File: src/rtl/mult_share_arbiter_pkg.sv
// Shared types and widths for the shared-multiplier arbiter.
package mult_pkg;

   localparam int OP_W   = 4;
   localparam int PROD_W = 8;

   typedef enum logic [1:0] {
      IDLE = 2'd0,
      CALC = 2'd1,
      DONE = 2'd2
   } state_t;

   function automatic int id_width(input int n);
      return (n > 1) ? $clog2(n) : 1;
   endfunction

endpackage

File: src/rtl/mult_share_arbiter_if.sv
// Requester/result bundle between client blocks and the shared multiplier arbiter.
interface mult_share_arbiter_if
   import mult_pkg::*;
#(
   parameter int N_REQ = 4
);
   localparam int ID_W = id_width(N_REQ);

   logic [N_REQ-1:0]      req_valid;
   logic [N_REQ-1:0]      req_ready;
   logic [OP_W*N_REQ-1:0] req_a;
   logic [OP_W*N_REQ-1:0] req_b;
   logic                  res_valid;
   logic                  res_ready;
   logic [PROD_W-1:0]     res_p;
   logic [ID_W-1:0]       res_id;
   logic                  busy;

   modport master (
      output req_valid, req_a, req_b, res_ready,
      input  req_ready, res_valid, res_p, res_id, busy
   );

   modport slave (
      input  req_valid, req_a, req_b, res_ready,
      output req_ready, res_valid, res_p, res_id, busy
   );

endinterface

File: src/rtl/mult_share_arbiter_mult.sv
// Combinational unsigned 4x4 array multiplier: one ripple row per multiplier bit.
module multiplier_4bit
   import mult_pkg::*;
(
   input  logic [OP_W-1:0]   a,
   input  logic [OP_W-1:0]   b,
   output logic [PROD_W-1:0] p
);

   logic [OP_W-1:0] pp  [OP_W];
   logic [OP_W:0]   row [OP_W];

   always_comb begin
      // NOTE: every always_comb output gets a value on every path, so no latch is inferred.
      for (int i = 0; i < OP_W; i++) begin
         pp[i] = a & {OP_W{b[i]}};
      end
   end

   assign row[0] = {1'b0, pp[0]};
   assign p[0]   = row[0][0];

   // Each row adds the next partial product to the previous row's upper bits;
   // the row's LSB is final and drops out as one product bit.
   for (genvar i = 1; i < OP_W; i++) begin : g_row
      assign row[i] = {1'b0, row[i-1][OP_W:1]} + {1'b0, pp[i]};
      assign p[i]   = row[i][0];
   end

   assign p[PROD_W-1:OP_W] = row[OP_W-1][OP_W:1];

endmodule

File: src/rtl/mult_share_arbiter.sv
// Round-robin arbiter sharing one 4x4 multiplier among N_REQ requesters.
module mult_share_arbiter
   import mult_pkg::*;
#(
   parameter int N_REQ = 4
) (
   input  logic               clk,
   input  logic               rst_n,
   mult_share_arbiter_if.slave bus
);

   localparam int ID_W = id_width(N_REQ);

   state_t            state;
   logic              busy;
   logic              res_valid;
   logic [ID_W-1:0]   rr_ptr;
   logic [ID_W-1:0]   id;
   logic [ID_W-1:0]   res_id;
   logic [OP_W-1:0]   op_a;
   logic [OP_W-1:0]   op_b;
   logic [PROD_W-1:0] res_p;
   logic [PROD_W-1:0] prod;

   logic              grant_any;
   logic [ID_W-1:0]   winner;
   logic [ID_W-1:0]   next_ptr;
   logic [OP_W-1:0]   sel_a;
   logic [OP_W-1:0]   sel_b;
   logic [N_REQ-1:0]  ready;

   // Scan from ptr upward with wrap; iterating downward lets the lowest offset win.
   function automatic logic [ID_W:0] rr_pick(input logic [N_REQ-1:0] valid,
                                             input logic [ID_W-1:0]  ptr);
      logic [ID_W:0]   pick;
      logic [ID_W-1:0] idx;
      pick = '0;
      for (int k = N_REQ - 1; k >= 0; k--) begin
         idx = ID_W'((int'(ptr) + k) % N_REQ);
         if (valid[idx]) pick = {1'b1, idx};
      end
      return pick;
   endfunction

   always_comb begin
      {grant_any, winner} = rr_pick(bus.req_valid, rr_ptr);
      next_ptr = ID_W'((int'(winner) + 1) % N_REQ);
      sel_a    = OP_W'(bus.req_a >> (OP_W * int'(winner)));
      sel_b    = OP_W'(bus.req_b >> (OP_W * int'(winner)));
      ready    = '0;
      if (state == IDLE && grant_any) ready[winner] = 1'b1;
   end

   multiplier_4bit u_mult (
      .a (op_a),
      .b (op_b),
      .p (prod)
   );

   // NOTE: sequential state uses non-blocking assignments so every register samples pre-edge values.
   always_ff @(posedge clk or negedge rst_n) begin
      if (!rst_n) begin
         state     <= IDLE;
         busy      <= 1'b0;
         rr_ptr    <= '0;
         id        <= '0;
         op_a      <= '0;
         op_b      <= '0;
         res_p     <= '0;
         res_id    <= '0;
         res_valid <= 1'b0;
      end else begin
         case (state)
            IDLE: begin
               if (grant_any) begin
                  op_a   <= sel_a;
                  op_b   <= sel_b;
                  id     <= winner;
                  rr_ptr <= next_ptr;
                  busy   <= 1'b1;
                  state  <= CALC;
               end
            end
            CALC: begin
               res_p     <= prod;
               res_id    <= id;
               res_valid <= 1'b1;
               state     <= DONE;
            end
            DONE: begin
               // Result is held until downstream takes it.
               if (res_valid && bus.res_ready) begin
                  res_valid <= 1'b0;
                  busy      <= 1'b0;
                  state     <= IDLE;
               end
            end
            default: begin
               res_valid <= 1'b0;
               busy      <= 1'b0;
               state     <= IDLE;
            end
         endcase
      end
   end

   assign bus.req_ready = ready;
   assign bus.res_valid = res_valid;
   assign bus.res_p     = res_p;
   assign bus.res_id    = res_id;
   assign bus.busy      = busy;

endmodule

File: src/flat_wrapper.sv
// flat-port wrapper written by rule: the top's interface ports become plain ports
module mult_share_arbiter_flat import mult_pkg::*;
#(
   parameter int N_REQ = 4
)
  (clk, rst_n, bus_req_valid, bus_req_a, bus_req_b, bus_res_ready, bus_req_ready, bus_res_valid, bus_res_p, bus_res_id, bus_busy);
  mult_share_arbiter_if #(.N_REQ(N_REQ)) bus_i ();
  input  logic clk;
  input  logic rst_n;
  input wire logic [$bits(bus_i.req_valid)-1:0] bus_req_valid;
  input wire logic [$bits(bus_i.req_a)-1:0] bus_req_a;
  input wire logic [$bits(bus_i.req_b)-1:0] bus_req_b;
  input wire logic [$bits(bus_i.res_ready)-1:0] bus_res_ready;
  output wire logic [$bits(bus_i.req_ready)-1:0] bus_req_ready;
  output wire logic [$bits(bus_i.res_valid)-1:0] bus_res_valid;
  output wire logic [$bits(bus_i.res_p)-1:0] bus_res_p;
  output wire logic [$bits(bus_i.res_id)-1:0] bus_res_id;
  output wire logic [$bits(bus_i.busy)-1:0] bus_busy;
  assign bus_i.req_valid = bus_req_valid;
  assign bus_i.req_a = bus_req_a;
  assign bus_i.req_b = bus_req_b;
  assign bus_i.res_ready = bus_res_ready;
  assign bus_req_ready = bus_i.req_ready;
  assign bus_res_valid = bus_i.res_valid;
  assign bus_res_p = bus_i.res_p;
  assign bus_res_id = bus_i.res_id;
  assign bus_busy = bus_i.busy;
  mult_share_arbiter #(.N_REQ(N_REQ)) u_core (.clk(clk), .rst_n(rst_n), .bus(bus_i));
endmodule
File: config.mk
export PLATFORM = sky130hd
export DESIGN_NAME = mult_share_arbiter_flat
export DESIGN_NICKNAME = d
export VERILOG_FILES = /design/src/rtl/mult_share_arbiter_pkg.sv /design/src/rtl/mult_share_arbiter_if.sv /design/src/rtl/mult_share_arbiter_mult.sv /design/src/rtl/mult_share_arbiter.sv /design/src/flat_wrapper.sv
export SDC_FILE = /design/constraint.sdc
export NUM_CORES = 1
export LEC_CHECK = 0
export ABC_AREA = 1
export ABC_CLOCK_PERIOD_IN_PS = 3980
export BUFFER_PORTS_ARGS = -buffer_cell sky130_fd_sc_hd__buf_2
export CAP_MARGIN = 40
export CORE_MARGIN = 4
export CORE_UTILIZATION = 40
export CTS_BUF_LIST = sky130_fd_sc_hd__clkbuf_16
export CTS_CLUSTER_DIAMETER = 80
export CTS_CLUSTER_SIZE = 30
export DETAILED_ROUTE_END_ITERATION = 12
export GPL_ROUTABILITY_DRIVEN = 0
export PLACE_DENSITY = 0.67
export SYNTH_ARGS = -nofsm -noshare
export SYNTH_HDL_FRONTEND = slang
export SYNTH_SLANG_ARGS = --single-unit
File: constraint.sdc
create_clock -name clk -period 3.98 [get_ports clk]
set_input_delay 0.796 -clock clk [delete_from_list [all_inputs] [get_ports clk]]
set_output_delay 0.796 -clock clk [all_outputs]
set_load 0.03 [all_outputs]
# Yosys cells after proc, flatten, opt, wreduce, memory -nomap -nowiden
# Index checks and enable logic that the tools add are counted.
[word_totals]
inputBits = 39
register_bits = 26
word_cells = 64
[classes]
n_mux = 22
bitwise = 6
reduce_logical = 8
n_eq_ne = 4
add_sub_neg = 7
order_cmp = 6
n_shift = 2
[op_table]
columns = ["cell", "n"]
rows = [
  ["right shift 16 x 4 -> 4 bit", 2],
  ["bitwise AND 4 bit", 4],
  ["less-than comparator 2 x 3 -> 1 bit, second input constant", 5],
  ["2-to-1 mux 3 bit", 4],
  ["adder 4 x 4 -> 5 bit", 2],
  ["binary-select mux 1 bit (select 2 bit)", 4],
  ["2-to-1 mux 1 bit", 7],
  ["case mux 1 bit (3 select lines)", 2],
  ["case mux 2 bit (3 select lines)", 1],
  ["AND reduction 2 bit", 3],
  ["adder 3 x 4 -> 5 bit", 1],
  ["adder 2 x 1 -> 2 bit, second input constant", 2],
  ["adder 2 bit, second input constant", 2],
  ["2-to-1 mux 2 bit", 2],
  ["2-to-1 mux 4 bit", 1],
  ["inequality test 2 x 1 -> 1 bit, second input constant", 2],
  ["logical AND 1 bit", 3],
  ["AND reduction 3 bit", 1],
  ["demux 1 bit (select 2 bit)", 1],
  ["equality test 2 x 1 -> 1 bit, second input constant", 1],
  ["equality test 2 bit, second input constant", 1],
  ["greater-or-equal comparator 2 x 1 -> 1 bit, second input constant", 1],
  ["logical NOT 2 bit", 1],
  ["NOT 1 bit", 2],
]

# Depth between registers and ports, before layout
# Gate-level depths: netlist of the first run.
[logic_depth]
depth_word = 12
ltp_mapped = 16
mapped_depth_nobuf = 16

# By module
# Synthesis of the first run repeated with hierarchy kept, for this count alone.
[hier_totals]
cells_unflattened = 320
area_unflattened_um2 = 2144.6
[by_module_without_submodules]
columns = ["module", "seq_area_each_um2", "cells_per_inst", "area_per_inst_um2", "instances"]
rows = [
  ["mult_share_arbiter", 650.6, 233, 1636.6, 1],
  ["multiplier_4bit", 0.0, 87, 508.0, 1],
]

# Least setup slack after synthesis of the first run
# No wires, ideal clock.
[synth_path]
path_kind = "in2out"
startpoint = "input bus_req_valid[1]"
endpoint = "output bus_req_ready[2]"
slack_ps = 1008
t_arrival_ps = 2176
stages = 13
t_required_ps = 3184
path_buffers = 1
path_cell_list = "nand2_1 -> nand2_1 -> nand2_1 -> nand2_1 -> inv_2 -> o21ai_2 -> nand2_4 -> nand2_4 -> buf_8 -> inv_2 -> ha_1 -> inv_1 -> nor2_1"
[synth_between]
elab_chain_len = 11
word_cells_on_any_way = 19
classes_between = "2 x order compare; 15 x mux; 2 x reduce/logical"
[synth_lines]
columns = ["item", "line", "text"]
rows = [
  ["start, declared", "flat_wrapper.sv:10", "input wire logic [$bits(bus_i.req_valid)-1:0] bus_req_valid;"],
  ["binary-select mux 1 bit (select 2 bit)", "mult_share_arbiter.sv:40", "if (valid[idx]) pick = {1'b1, idx};"],
  ["2-to-1 mux 1 bit (not written as such)", "mult_share_arbiter.sv:40", ""],
  ["2-to-1 mux 3 bit (3 in a row)", "mult_share_arbiter.sv:40", ""],
  ["2-to-1 mux 3 bit *", "mult_share_arbiter.sv:40", ""],
  ["named net u_core.winner[0]", "mult_share_arbiter.sv:26", "logic [ID_W-1:0] winner;"],
  ["less-than comparator 2 x 3 -> 1 bit (not written as such) or greater-or-equal comparator 2 x 1 -> 1 bit (tied branches)", "mult_share_arbiter.sv:51", "if (state == IDLE && grant_any) ready[winner] = 1'b1;"],
  ["logical AND 1 bit (not written as such)", "mult_share_arbiter.sv:51", ""],
  ["2-to-1 mux 1 bit (not written as such)", "mult_share_arbiter.sv:51", ""],
  ["demux 1 bit (select 2 bit) *", "--", ""],
  ["2-to-1 mux 4 bit *", "mult_share_arbiter.sv:51", ""],
  ["end, declared", "flat_wrapper.sv:14", "output wire logic [$bits(bus_i.req_ready)-1:0] bus_req_ready;"],
]
# Mark *: on every way through the listed nets, which the timed path passes. The rest lies on a longest branch. The select of a mux whose other input is x is not followed.

# Final worst setup path of the first run
[layout_path]
startpoint = "register u_core.rr_ptr[0]"
endpoint = "output bus_req_ready[0]"
[layout_between]
elab_chain_len = 12
word_cells_on_any_way = 22
classes_between = "3 x add/sub; 2 x order compare; 15 x mux; 2 x reduce/logical"
[layout_lines]
columns = ["item", "line", "text"]
rows = [
  ["start, declared", "mult_share_arbiter.sv:17", "logic [ID_W-1:0] rr_ptr;"],
  ["start signal, assigned", "mult_share_arbiter.sv:79", "rr_ptr <= next_ptr;"],
  ["adder 2 bit", "mult_share_arbiter.sv:39", "idx = ID_W'((int'(ptr) + k) % N_REQ);"],
  ["binary-select mux 1 bit (select 2 bit)", "mult_share_arbiter.sv:40", ""],
  ["2-to-1 mux 1 bit (not written as such)", "mult_share_arbiter.sv:40", ""],
  ["2-to-1 mux 3 bit (3 in a row)", "mult_share_arbiter.sv:40", ""],
  ["2-to-1 mux 3 bit *", "mult_share_arbiter.sv:40", ""],
  ["less-than comparator 2 x 3 -> 1 bit (not written as such) or greater-or-equal comparator 2 x 1 -> 1 bit (tied branches)", "mult_share_arbiter.sv:51", ""],
  ["logical AND 1 bit (not written as such)", "mult_share_arbiter.sv:51", ""],
  ["2-to-1 mux 1 bit (not written as such)", "mult_share_arbiter.sv:51", ""],
  ["demux 1 bit (select 2 bit)", "--", ""],
  ["2-to-1 mux 4 bit *", "mult_share_arbiter.sv:51", ""],
]
# Mark *: on every way between the ends. The rest lies on a longest branch, timed or not. The select of a mux whose other input is x is not followed.

==> flow_summary.yaml, run 1 <==
outcome:
  outcome: "complete, no violations"
synthesis:
  synth_top_area_share: 0.308
  synth_cell_types: 30
  synth-main-ff-cell: "dfrtp_1"
  syn_inst: 303
  synth_area_leaders: "dfrtp_1, nand2_1, ha_1"
  netlist_area_mm2: 0.00212
  yosysTopAreaCell: "dfrtp_1"
  syn_nets: 360
  synth_seq_area_share: 0.308
  synth_area_per_cell_um2: 6.98
  async_flop_share: 1.00
  ys_ff_latch: 26
  ys_warn_count: 0
  synth-edff-count: 0
detailed_routing:
  postRouteAntennaNets: 0
  drc_errors: 0
  via_count: 1943
  dr.first_iter.drc_count: 100
  wl_per_cell_um: 10.4
  dr.pass1.iters: 5
  routed_via_density: 4.57
  drt_wl_total_mm: 4.41
die:
  num_rows: 26
  num_io_pins: 55
  dieArea_mm2: 0.00652
  die_h_um: 80.7
  start_util: 0.414
  coreArea_mm2: 0.00511
  die_x_um: 80.7
timing:
  relSlewSlack: 0.583
  period_share: 0.816
  drv_slew: 0
  rsz0062_at_grt: "no"
  hold_violations: 0
  fin_worst_skew_ns: 0.00253
  setup_violations: 0
  max_freq_mhz: 308
  worst_slew_pin_slew_ns: 0.623
  period_needed_ns: 3.25
  fin_tns_setup_ns: 0
cts:
  cts_buffers: 3
  h-tree-depth: 1
  root_buffer: "clkbuf_16"
  ctsResizeCount: 0
  cts_buffer_depth: 2
  clock_latency_ns: 0.26
  cts_tree: "yes"
  clkSinkCount: 26
  cts.reportedPaths.clkPinSlew_ns: 0.06
  post_cts_buffers: 0
  ctsHoldBuffers: 0
cells_and_area:
  diodes: 0
  register_area_um2: 651
  final_nets: 413
  areaGrowthSynthToFinish_pct: 19.5
  drive_above_1_share: 0.237
  final_cell_mix: "nand2_1, buf_2, inv_1, nand3_1, dfrtp_1"
  n_fill_cell: 526
  final_common_cell: "nand2_1"
  multiInputGateArea_mm2: 0.00127
setup_path:
  end_kind: "output port"
  crit_chain: "nand2_1, nand2_1, nor2_1, nor2_1, nand3_4, nand2_4, inv_2, ha_1, inv_1, nor2_1, buf_2"
  cpPeakStageDelay_ns: 0.65
  critPathSlowestCell: "dfrtp_1"
  cp_max_fo: 19
  worstPathArrival_ns: 2.45
  crit_top_cell: "nor2_1"
  path_class: "reg -> out"
  worst_ep_required_time_ns: 3.18
  start_kind: "register"
power_and_ir_drop:
  power_uw: 618
  leakagePower_uw: 0.00161
  power.density_mw_per_mm2: 244
  irDropWorstVdd_mv: 0.136
global_routing:
  grt_antenna_before_repair: 0
  grt_usage: 0.142
  overflow: 0
  grt_max_degree: 27
  grt_pass1_wl_mm: 7.56
  grt_pass1_vias: 1817
place:
  numPortBuffers: 54
  dp_hpwl_mm: 3.61
job:
  maxCapViolCount: 0
hold_path:
  hp-class: "reg -> reg"
cells in the mapped netlist (2+ instances only):
cell / count
nand2_1: 129
inv_1: 34
nand3_1: 27
dfrtp_1: 26
ha_1: 15
nor2_1: 13
nand2_2: 9
o21ai_0: 8
nand3_2: 7
a21oi_1: 6
xnor2_1: 4
fa_1: 3
inv_2: 3
buf_4: 2
nand2_4: 2
layer usage:
layer / vias to the layer above / track usage / part of all wire
met4: 0 / 0.0203 / 0.0043
met2: 61 / 0.238 / 0.44
li1: 1049 / - / -
met1: 829 / 0.198 / 0.50
met5: - / 0 / 0
met3: 4 / 0.0211 / 0.059
cell type report:
class	count	area share
Clock inverter	1	0.0119
Tap cell	70	0.0346
Clock buffer	3	0.0297
Timing Repair Buffer	54	0.107
Multi-Input combinational cell	233	0.501
Sequential cell	26	0.257
Inverter	38	0.0584
sequential cells by signal, summed over array words and instances, names as in the netlist:
register              cells
u_core.bus.res_p          8
u_core.id                 2
u_core.bus.res_id         2
u_core.state              2
u_core.rr_ptr             2
u_core.bus.res_valid      1
u_core.op_b               4
u_core.op_a               4
u_core.bus.busy           1
worst paths after layout:
path | cells past startpoint | from | slack (ns) | endpoint
setup / recovery | 11 | u_core.rr_ptr[0] | 0.73 | bus_req_ready[0]
hold / removal | 2 | u_core.bus.res_p[1] | 0.46 | u_core.bus.res_p[1]
setup reg to reg | 15 | u_core.op_b[1] | 0.90 | u_core.bus.res_p[7]
hold reg to reg | 2 | u_core.bus.res_p[1] | 0.46 | u_core.bus.res_p[1]
max in group asynchronous | 1 | rst_n | 3.08 | u_core.op_a[1]
min in group asynchronous | 1 | rst_n | 0.52 | u_core.bus.res_p[3]
stage by stage:
step                hold slack (ns)  worst slack [ns]  instances  area, um2   util
finish                        0.464             0.734        425       2530  0.495
global route                  0.500             0.501        425       2530  0.495
CTS                           0.469             0.731        425       2530  0.495
detailed placement            0.453             0.814        421       2420  0.475
global placement              0.450             0.851        421       2420  0.475
floorplan                     0.450              1.01        303       2120      -
cell families (layout without fill, tap and decap cells):
| group | after synthesis | after routing | synth area share |
|---|---|---|---|
| xor gates and xnor gates | 5 | 5 | 0.0207 |
| DFF | 26 | 26 | 0.308 |
| and+or+nand+nor | 191 | 191 | 0.410 |
| buffers and inverters | 44 | 96 | 0.0934 |
| AOI/OAI and AO/OA | 19 | 19 | 0.0515 |
| adders and majority gates | 18 | 18 | 0.117 |
power breakdown:
part,internal [uW],switching (uW)
clock network,200,87.6
logic,26.7,39.4
registers,264,0
total,491,127
worst max-delay path: cells and delay by family (launching register included):
kind	cells	cell delay, ns
AND/OR/NAND/NOR	7	1.02
flip-flops	1	0.65
buffers and inverters	3	0.32
adder cells (fa/ha/maj)	1	0.19
Note: power is estimated with default switching activity, not from simulation.
==> inputs of run 2 (changes only) <==
ABC_AREA = 0   (was 1)
ABC_CLOCK_PERIOD_IN_PS = 2680   (was 3980)
PLACE_DENSITY = 0.71   (was 0.67)
clock period = 2.68 ns   (was 3.98 ns; I/O delays follow)
==> flow_summary.yaml, run 2 <==
detailed_routing:
  postRouteAntennaNets: 0
  via_count: 1445
  wl_met1_mm: 1.75
  drt_wl_total_mm: 3.90
  met3_length_um: 216
  wl_per_cell_um: 13.3
  drc_errors: 0
  top_layer: "met4"
  dr.first_iter.drc_count: 28
  wl_met2_mm: 1.93
  routed_via_density: 4.91
  dr.pass1.iters: 2
global_routing:
  grt_usage: 0.146
  grt_pass1_wl_mm: 6.35
  grt_antenna_before_repair: 0
  grt_pass1_vias: 1423
  grt_max_degree: 27
  overflow: 0
timing:
  relSlewSlack: 0.611
  fin_ws_ns: -0.348
  worst_slew_pin_slew_ns: 0.584
  hold_violations: 0
  drv_slew: 0
  fin_worst_skew_ns: 0.00376
  max_freq_mhz: 330
  period_share: 1.13
  period_needed_ns: 3.03
  timing.hold.ws_ns: 0.275
  setup_violations: 4
  rsz0062_at_grt: "yes"
die:
  dieArea_mm2: 0.00554
  num_rows: 23
  start_util: 0.426
  die_x_um: 74.5
  num_io_pins: 55
  die_h_um: 74.5
  coreArea_mm2: 0.00414
setup_path:
  timing.rr.start: "u_core.op_b[1]"
  path_class: "reg -> reg"
  cp_max_fo: 3
  end_kind: "register"
  worstReg2RegEnd: "u_core.bus.res_p[7]"
  r2r_cells: 14
  worstPathArrival_ns: 3.15
  start_kind: "register"
  worst_ep_required_time_ns: 2.80
  r2r_slack_ns: -0.35
place:
  numPortBuffers: 54
  dpl_cell_area_mm2: 0.00215
  dp_cells: 285
  dp_hpwl_mm: 2.95
cts:
  ctsHoldBuffers: 0
  cts_tree: "yes"
  cts.reportedPaths.clkPinSlew_ns: 0.06
  cts_buffer_depth: 2
  clkSinkCount: 26
  root_buffer: "clkbuf_16"
  cts_buffers: 3
  clock_latency_ns: 0.26
  h-tree-depth: 1
synthesis:
  synth_cell_types: 30
  synth-edff-count: 0
  yosysTopAreaCell: "dfrtp_1"
  ys_ff_latch: 26
  async_flop_share: 1.00
  synth_area_leaders: "dfrtp_1, ha_1, mux2i_1"
  syn_inst: 176
  synth_seq_area_share: 0.368
  syn_nets: 233
  synth_area_per_cell_um2: 10.0
  synth_common_cells: "dfrtp_1, nand2_1, and2_1"
  yosysMostFrequentCell: "dfrtp_1"
  synth_top_area_share: 0.368
  synth-main-ff-cell: "dfrtp_1"
  ys_warn_count: 0
  netlist_area_mm2: 0.00177
cells_and_area:
  final_cell_count_no_fill: 294
  largest_register_ffs: 8
  final_nets: 302
  diodes: 0
  areaGrowthSynthToFinish_pct: 33.1
  drive_above_1_share: 0.414
  stdcell_area_mm2: 0.00235
  largest_register: "u_core.bus.res_p"
  final_cell_mix: "buf_2, dfrtp_1, nand2_1, mux2i_1, and2_1"
  reg_top3: "u_core.bus.res_p x8, u_core.op_a x4, u_core.op_b x4"
  final_common_cell: "buf_2"
  final_core_util: 0.568
outcome:
  outcome: "complete, but fails checks"
  violations: "negative setup slack"
hold_path:
  hp-class: "in -> async"
power_and_ir_drop:
  power.density_mw_per_mm2: 1180
  irDropWorstVdd_mv: 0.418
  leakagePower_uw: 0.00126
  power_uw: 2770
job:
  maxCapViolCount: 0
==> run 2: cell type report <==
class	instances	area, um2
Tap cell	50	62.6
Clock buffer	3	75.1
Clock inverter	1	3.75
Timing Repair Buffer	68	379
Fill cell	383	1790
Sequential cell	26	651
Inverter	16	60.1
Multi-Input combinational cell	130	1120
==> run 2: worst max-delay path by stage <==
stage,from,endpoint,slack (ns),cells after the start
finish,u_core.op_b[1],u_core.bus.res_p[7],-0.35,14
global route,u_core.op_a[1],u_core.bus.res_p[7],-0.42,14
CTS,u_core.op_a[1],u_core.bus.res_p[7],-0.33,14
detailed placement,u_core.op_a[1],u_core.bus.res_p[7],-0.39,13
global placement,u_core.op_a[1],u_core.bus.res_p[7],-0.31,13
floorplan,u_core.op_b[0],u_core.bus.res_p[7],-0.26,14
==> run 2: cells by family (layout without fill, tap and decap cells) <==
kind of cell | count (synthesis) | count (layout) | synth area share
AOI/OAI and AO/OA | 37 | 37 | 0.143
DFF | 26 | 26 | 0.368
adders and majority gates | 18 | 18 | 0.140
muxes | 22 | 22 | 0.129
xor gates and xnor gates | 6 | 6 | 0.0297
and+or+nand+nor | 47 | 47 | 0.132
buffers and inverters | 20 | 88 | 0.0581
==> run 2: routing by layer <==
| layer | global-route usage | vias up |
|---|---|---|
| li1 | - | 749 |
| met1 | 0.197 | 656 |
| met2 | 0.252 | 38 |
| met3 | 0.0230 | 2 |
| met4 | 0.0237 | 0 |
| met5 | 0 | - |
==> run 2: worst max-delay path, cell delays in order, from the launching register on <==
cell and delay [ns]:
dfrtp_1 0.40, and2_4 0.17, ha_4 0.15, inv_2 0.05
fa_2 0.43, inv_2 0.08, ha_4 0.12, inv_2 0.03
fa_2 0.51, inv_2 0.04, ha_4 0.15, fa_2 0.35
a21o_1 0.20, a21oi_2 0.12, o21ai_1 0.07
==> run 2: power breakdown <==
part	internal, uW	switching (uW)
sequential	576	122
clock	200	130
combinational	817	927
total	1590	1180
==> run 2: stage by stage <==
step | setup slack [ns] | setup TNS [ns]
final | -0.348 | -1.16
after floorplan | -0.257 | -0.886
after global routing | -0.420 | -1.55
after detailed placement | -0.392 | -1.36
after CTS | -0.328 | -1.17
after global placement | -0.311 | -1.11
==> run 2: what timing repair did <==
item,CTS,global route
buffers inserted,5,0
resized for setup,10,9
pin swaps,6,4
setup endpoints to repair,4,4
==> inputs of run 3 (changes only) <==
ABC_AREA = 1   (was 0)
PLACE_DENSITY = 0.7   (was 0.71)
==> flow_summary.yaml, run 3 (synthesis results as in run 1) <==
detailed_routing:
  routed_via_density: 4.65
  postRouteAntennaNets: 0
  wl_per_cell_um: 11.1
  via_count: 2065
  dr.pass1.iters: 4
  drc_errors: 0
  dr.first_iter.drc_count: 87
  drt_wl_total_mm: 4.93
timing:
  relSlewSlack: 0.600
  fin_ws_ns: -0.196
  rsz0062_at_grt: "yes"
  hold_violations: 0
  max_freq_mhz: 348
  fin_tns_setup_ns: -0.611
  period_share: 1.07
  period_needed_ns: 2.88
  worst_slew_pin_slew_ns: 0.598
  fin_worst_skew_ns: 0.00413
  drv_slew: 0
  setup_violations: 4
cells_and_area:
  final_core_util: 0.545
  areaGrowthSynthToFinish_pct: 31.6
  drive_above_1_share: 0.342
  final_nets: 432
  largest_register: "u_core.bus.res_p"
  stdcell_area_mm2: 0.00278
  reg_top3: "u_core.bus.res_p x8, u_core.op_a x4, u_core.op_b x4"
  n_fill_cell: 491
  register_area_um2: 652
  multiInputGateArea_mm2: 0.00136
  final_cell_mix: "nand2_1, buf_2, inv_1, nand3_1, dfrtp_1"
  largest_register_ffs: 8
  final_common_cell: "nand2_1"
  diodes: 0
global_routing:
  grt_pass1_vias: 1886
  overflow: 0
  grt_max_degree: 27
  grt_usage: 0.155
  grt_antenna_before_repair: 0
  grt_pass1_wl_mm: 8.13
die:
  num_io_pins: 55
  coreArea_mm2: 0.00511
  dieArea_mm2: 0.00652
  num_rows: 26
  die_x_um: 80.7
  start_util: 0.414
  die_h_um: 80.7
power_and_ir_drop:
  p_switching_uw: 200
  irDropWorstVdd_mv: 0.218
  clock_power_share: 0.469
  swShare: 0.214
  pwr-share-comb: 0.111
  p_int_uw: 734
  power.density_mw_per_mm2: 336
  seq_power_share: 0.420
  leakagePower_uw: 0.00174
  power_uw: 934
cts:
  h-tree-depth: 1
  cts_buffer_depth: 2
  ctsHoldBuffers: 0
  cts.reportedPaths.clkPinSlew_ns: 0.07
  clock_latency_ns: 0.26
  clkSinkCount: 26
  root_buffer: "clkbuf_16"
  cts_buffers: 3
  cts_tree: "yes"
setup_path:
  path_class: "reg -> reg"
  worst_ep_required_time_ns: 2.85
  end_kind: "register"
  r2r_cells: 15
  r2r_slack_ns: -0.20
  start_kind: "register"
  startpoint: "u_core.op_b[1]"
  cp_max_fo: 2
  worstPathArrival_ns: 3.05
  worstReg2RegEnd: "u_core.bus.res_p[5]"
  timing.rr.start: "u_core.op_b[1]"
outcome:
  outcome: "complete, but fails checks"
  violations: "negative setup slack"
place:
  dpl_worst_slack_ns: -0.234
  numPortBuffers: 54
  dpl_cell_area_mm2: 0.00255
  dp_hpwl_mm: 3.68
job:
  maxCapViolCount: 0
hold_path:
  hp-class: "in -> async"
-- run 3: changes by cell type in the layout (fill, tap and decap cells not counted), moves of 7 or more --
cell      delta
inv_1       +19
nor2_1      +10
nand2_2     +13
o221ai_1     -8
and2_1      -15
buf_4        +7
mux2i_1     -16
nand3_2      +8
nand3_1     +26
nand2_1     +99
-- run 3: worst max path at each step --
stage / endpoint / slack (ns) / depth (start not counted)
final: u_core.bus.res_p[5] / -0.20 / 15
after CTS: u_core.bus.res_p[7] / -0.17 / 16
after floorplan: u_core.bus.res_p[5] / -0.1 / 14
after global placement: u_core.bus.res_p[5] / -0.15 / 14
after detailed placement: u_core.bus.res_p[5] / -0.23 / 14
after global routing: u_core.bus.res_p[5] / -0.30 / 15
-- run 3: critical path, cell delays in order, from the launching register on --
cell	delay (ns)
dfrtp_1	0.40
nand2_1	0.07
inv_1	0.04
ha_2	0.17
inv_2	0.05
fa_2	0.43
inv_2	0.08
ha_4	0.13
inv_2	0.03
fa_1	0.46
inv_1	0.04
ha_2	0.17
fa_2	0.36
nand2_2	0.08
inv_2	0.04
o31ai_1	0.21
-- run 3: final cells by class --
| type | instances | share of cell area |
|---|---|---|
| timing repair buffer | 73 | 0.154 |
| tap | 70 | 0.0315 |
| sequential | 26 | 0.234 |
| multi-input combinational | 233 | 0.490 |
| clock buffer | 3 | 0.0270 |
| inverter | 38 | 0.0530 |
| clock inverter | 1 | 0.0108 |
-- run 3: repair_timing --
action                                  CTS  global route
resized for setup                        10            25
endpoints found under the hold margin     0             0
pin swaps                                 4             8
endpoints found under the setup margin    8             8
buffers inserted                          2             3
-- run 3: per-stage QoR --
stage | hold slack [ns] | cells
after global routing | 0.319 | 444
final | 0.261 | 444
after detailed placement | 0.456 | 435
after CTS | 0.288 | 441
after floorplan | 0.240 | 303
after global placement | 0.449 | 435
-- run 3: power by group through the flow --
stage	clock (uW)	sequential (uW)	combinational [uW]
6_report	439	392	104
5_1_grt	461	392	119
4_1_cts	444	392	101
3_5_place_dp	0	400	101
3_3_place_gp	0	400	99.4
2_1_floorplan	0	400	57.1
-- run 3: layer usage --
metal	vias to the layer above	track usage	routed length [um]
li1	1090	-	-
met1	919	0.198	2310
met2	48	0.270	2290
met3	8	0.0222	255
met4	0	0.0473	72
met5	-	0	0
